$ cat config.mk
export PLATFORM = sky130hd
export DESIGN_NAME = ntr_top
export DESIGN_NICKNAME = d
export VERILOG_FILES = /design/src/rtl/ntr_pkg.sv /design/src/rtl/ntr_sync.sv /design/src/rtl/ntr_top.sv
export SDC_FILE = /design/constraint.sdc
export NUM_CORES = 1
export LEC_CHECK = 0
export CAP_MARGIN = 20
export CORE_UTILIZATION = 45
export DETAILED_ROUTE_END_ITERATION = 8
export SLEW_MARGIN = 5
export SYNTH_ARGS = -nofsm -noshare
export SYNTH_HDL_FRONTEND = slang
export SYNTH_HIERARCHICAL = 1
export SYNTH_SLANG_ARGS = --single-unit
$ cat constraint.sdc
create_clock -name clk -period 3 [get_ports clk]
set_clock_uncertainty 0.2 [all_clocks]
set_input_delay 0.45 -clock clk [delete_from_list [all_inputs] [get_ports clk]]
set_output_delay 0.45 -clock clk [all_outputs]
set_load 0.02 [all_outputs]
$ cat src/rtl/ntr_pkg.sv
// Shared types and constants for the NTR cartridge command-bus receiver.
package ntr_pkg;

  typedef enum logic [1:0] {
    IDLE,
    DUMMY,
    CMD,
    WAIT_DESEL
  } ntr_state_t;

  localparam int         NTR_CMD_LEN = 8;
  localparam logic [7:0] NTR_HDR_FF  = 8'hFF;

endpackage

$ cat src/rtl/ntr_sync.sv
// Multi-stage synchronizer with a registered output stage and rising-edge detector.
// Output value and edge pulse leave the final register together, so they stay aligned.
module ntr_sync #(
  parameter int                DATA_W  = 1,
  parameter int                STAGES  = 2,
  parameter logic [DATA_W-1:0] RST_VAL = '0
) (
  input  logic              clk,
  input  logic              rst_n,
  input  logic [DATA_W-1:0] d,
  output logic [DATA_W-1:0] q,
  output logic [DATA_W-1:0] rise
);

  logic [DATA_W-1:0] sync_q [STAGES];

  always_ff @(posedge clk or negedge rst_n) begin
    if (!rst_n) begin
      for (int i = 0; i < STAGES; i++) sync_q[i] <= RST_VAL;
      q    <= RST_VAL;
      rise <= '0;
    end else begin
      sync_q[0] <= d;
      for (int i = 1; i < STAGES; i++) sync_q[i] <= sync_q[i-1];
      q    <= sync_q[STAGES-1];
      rise <= sync_q[STAGES-1] & ~q;
    end
  end

endmodule

$ cat src/rtl/ntr_top.sv
// NTR command-bus receiver: captures 8-byte commands from the oversampled card bus
// and shows a summary of the last complete command on four LEDs.
module ntr_top
  import ntr_pkg::*;
#(
  parameter int CMD_LEN     = NTR_CMD_LEN,
  parameter int SYNC_STAGES = 2
) (
  input  logic       clk,
  input  logic       rst_n,
  input  logic [7:0] ntr_data,
  input  logic       ntr_clk,
  input  logic       ntr_cs1,
  output logic [3:0] led
);

  localparam logic [2:0] LAST_IDX = 3'(CMD_LEN - 1);

  logic       clk_s;
  logic       clk_rise;
  logic       cs1_s;
  logic       cs1_rise_unused;
  logic [7:0] data_s;
  logic [7:0] data_rise_unused;

  ntr_sync #(.DATA_W(1), .STAGES(SYNC_STAGES), .RST_VAL(1'b0)) u_sync_clk (
    .clk   (clk),
    .rst_n (rst_n),
    .d     (ntr_clk),
    .q     (clk_s),
    .rise  (clk_rise)
  );

  // Select resets to the deselected level so the bus looks idle out of reset.
  ntr_sync #(.DATA_W(1), .STAGES(SYNC_STAGES), .RST_VAL(1'b1)) u_sync_cs1 (
    .clk   (clk),
    .rst_n (rst_n),
    .d     (ntr_cs1),
    .q     (cs1_s),
    .rise  (cs1_rise_unused)
  );

  ntr_sync #(.DATA_W(8), .STAGES(SYNC_STAGES), .RST_VAL(8'h00)) u_sync_data (
    .clk   (clk),
    .rst_n (rst_n),
    .d     (ntr_data),
    .q     (data_s),
    .rise  (data_rise_unused)
  );

  ntr_state_t state;
  logic [2:0] count;
  logic [7:0] cmd [CMD_LEN];
  logic [7:0] hdr;
  logic       clk_s_unused;

  assign clk_s_unused = clk_s;
  // With a one-byte command the header is the byte arriving now.
  assign hdr = (count == 3'd0) ? data_s : cmd[0];

  always_ff @(posedge clk or negedge rst_n) begin
    if (!rst_n) begin
      state <= IDLE;
      count <= 3'd0;
      led   <= 4'b0000;
      for (int i = 0; i < CMD_LEN; i++) cmd[i] <= 8'h00;
    end else if (cs1_s) begin
      // Deselect overrides any edge in the same cycle and drops partial commands.
      state <= IDLE;
      count <= 3'd0;
    end else begin
      case (state)
        IDLE: begin
          state <= DUMMY;
          count <= 3'd0;
        end
        DUMMY: begin
          if (clk_rise) begin
            state <= CMD;
            count <= 3'd0;
          end
        end
        CMD: begin
          if (clk_rise) begin
            cmd[count] <= data_s;
            count      <= count + 3'd1;
            if (count == LAST_IDX) begin
              led   <= {1'b1, (hdr == NTR_HDR_FF), data_s[1:0]};
              state <= WAIT_DESEL;
            end
          end
        end
        WAIT_DESEL: state <= WAIT_DESEL;
        default:    state <= IDLE;
      endcase
    end
  end

endmodule

==> results.sh <==
export IMPL_outcome="complete, no violations"
export IMPL_startpoint_type="flip-flop"
export IMPL_cp_buffers_inverters=1
export IMPL_first_global_vias=759
export IMPL_syn_inst=98
export IMPL_grt_use_met1=0.1479
export IMPL_antenna_cells=0
export IMPL_finalMaxSlewViolations=0
export IMPL_numCtsBuffers=5
export IMPL_instances_no_fill=169
export IMPL_cp_end_kind="output port"
export IMPL_grt_antenna_before_repair=0
export IMPL_top_usage_layer="met2"
export IMPL_cpPeakStageDelay_ns=0.61
export IMPL_clockBufferDepth=2
export IMPL_drc=0
export IMPL_port_buffers=15
export IMPL_syn_avg_cell_area_sq_um=16.20
export IMPL_critPathMaxFanout=2
export IMPL_num_rows=21
export IMPL_overflow=0
export IMPL_grt_setup_unrepaired="no"
export IMPL_wl_mm=1.973
export IMPL_drt_pre_antenna_iters=4
export IMPL_dp_cells=159
export IMPL_whs_path_depth=0
export IMPL_critical_path_top_delay_family="buffers and inverters"
export IMPL_reg2reg_from="count[0]"
export IMPL_htreeDepth=2
export IMPL_setup_viol=0
export IMPL_hold_class="reg2reg"
export IMPL_reg2reg_setup_slack_ns=1.35
export IMPL_cts_root_buf="clkbuf_4"
export IMPL_rr_endpoint="led[2]"
export IMPL_viasPerCell=4.698
export IMPL_insertion_delay_ns=0.34
export IMPL_finalCriticalPeriod_ns=1.978
export IMPL_drv_cap=0
export IMPL_grt_usage=0.1296
export IMPL_core_area_sq_um=3363
export IMPL_period_share=0.6593
export IMPL_drtIter0Drc=64
export IMPL_use_met3=0.05042
export IMPL_r2r_cells=5
export IMPL_worstHoldEndpoint="u_sync_clk/sync_q[0]"
export IMPL_power_density_nw_per_um2=554.6
export IMPL_crit_slowest_cell="clkdlybuf4s50_1"
export IMPL_dp_hpwl_mm=1.344
export IMPL_leakagePower_uw=0.0008562
export IMPL_fin_nets=137
export IMPL_grt_pass1_wl_mm=3.277
export IMPL_postCtsSetupBuffers=0
export IMPL_ant_nets=0
export IMPL_hold_viol_final=0
export IMPL_wl_per_cell_microns=11.67
export IMPL_use_met2=0.1988
export IMPL_max_freq_mhz=505.6
export IMPL_max_vdd_ir_drop_mv=0.3773
export IMPL_finalPower_uw=1042
export IMPL_fp_dieArea_sq_um=3770
export IMPL_fp_dieW_microns=61.40
export IMPL_cts_sinks=48
export IMPL_synth_area_sq_um=1588
export IMPL_pre_cts_ws_ns=1.373
export IMPL_path_clk_slew_ns=0.13
export IMPL_worstHoldStart="u_sync_clk/sync_q[1]"
export IMPL_cts_tree="built"
export IMPL_drive_gt1_frac=0.2439
export IMPL_die_height_microns=61.40
export IMPL_gp_congestion=0.8488
export IMPL_worst_slew_pin_slew_ns=0.3235
export IMPL_initial_core_util=0.4721
export IMPL_synth_nets=113
export IMPL_layout_setup_ws_ns=1.022
export IMPL_slew_limit_headroom=0.7827
export IMPL_grt_max_degree=49
export IMPL_crit_chain="clkdlybuf4s50_1"
export IMPL_arrival_ns=1.33
export IMPL_num_io_pins=16
export IMPL_yosysWarnings=6
export IMPL_required_ns=2.35
export IMPL_path_class="reg2out"
export IMPL_post_cts_resize_count=0
export IMPL_setup_tns_ns=0
export IMPL_area_growth_pct=18.28
export IMPL_dr_total_vias=794
export IMPL_fillCellCount=286
stage by stage:
step,utilization,hold WS (ns),area [sq um]
5_1_grt,0.5584,0.1677,1878
2_1_floorplan,-,-0.04559,1588
3_3_place_gp,0.5324,0.1320,1790
3_5_place_dp,0.5324,0.1347,1790
6_report,0.5584,0.1629,1878
4_1_cts,0.5495,0.07659,1848
area by class of cell:
class | count | area, sq um | area share
well taps | 46 | 57.56 | 0.03065
inverters | 3 | 11.26 | 0.005996
clock buffers | 6 | 41.29 | 0.02199
clock inverters | 2 | 16.27 | 0.008661
repair buffers | 17 | 175.2 | 0.09327
flip-flops and latches | 48 | 1205 | 0.6416
multi-input cells | 47 | 371.6 | 0.1979
metal layers:
layer / routed length (microns) / share of wire
met3: 73 / 0.037
met4: 59 / 0.030
met2: 948 / 0.48
met5: 0 / 0
met1: 891 / 0.45
how the worst max path moves through the flow:
stage | end | slack, ns | startpoint | cells past startpoint
6_report | led[1] | 1.02 | led[1] | 1
5_1_grt | led[2] | 0.96 | led[2] | 1
4_1_cts | led[1] | 0.99 | led[1] | 1
3_5_place_dp | led[2] | 1.37 | count[0] | 5
3_3_place_gp | led[2] | 1.38 | count[0] | 5
2_1_floorplan | cmd[56] | 1.44 | u_sync_cs1/q | 3
layout by cell type (no fill, tap or decap):
cell type        count
and4_1               2
dfstp_2              3
and3b_2              1
clkbuf_4             5
nand4_1              2
clkinvlp_4           1
or2b_1               1
o21ba_2              1
a21oi_1              6
nor3_1               2
dlygate4sd3_1        1
or2b_2               1
and4bb_2             1
buf_2                1
or4_1                1
ha_1                 3
clkbuf_1             1
dfrtp_1             45
nand2_1              5
buf_12               1
and2_2               2
nor2b_4              1
a31oi_1              1
clkinv_4             1
o211ai_1             1
nor2_1               2
nand2_4              1
mux2_2              10
o21ai_0              3
clkdlybuf4s50_1     14
inv_1                3
flip-flops by register name (all words and copies together) (netlist names):
| signal | count |
|---|---|
| u_sync_clk/rise | 1 |
| state | 2 |
| u_sync_data/sync_q | 16 |
| u_sync_data/q | 8 |
| count | 3 |
| u_sync_cs1/q | 1 |
| u_sync_clk/sync_q | 2 |
| cmd | 8 |
| led | 4 |
| u_sync_cs1/sync_q | 2 |
| u_sync_clk/q | 1 |
worst reg2reg max path, cell delays in order (launching register included):
cell and delay [ns]:
dfrtp_1 0.43, inv_1 0.09, ha_1 0.15, inv_1 0.05
or4_1 0.50, a31oi_1 0.17
power by group:
| part | leakage, uW | internal (uW) | switching [uW] | total (uW) |
|---|---|---|---|---|
| Combinational | 0.000238 | 33.0 | 21.0 | 54.0 |
| Sequential | 0.000589 | 688 | 19.1 | 707 |
| Clock | 0.0000284 | 93.4 | 187 | 281 |
| Total | 0.000856 | 814 | 228 | 1040 |
repair_timing:
| item | 4_1_cts | 5_1_grt |
|---|---|---|
| endpoints found under the hold margin | 0 | 45 |
| endpoints found under the setup margin | 0 | 0 |
| hold buffers | 0 | 1 |
Note: power is estimated with default switching activity, not from simulation.
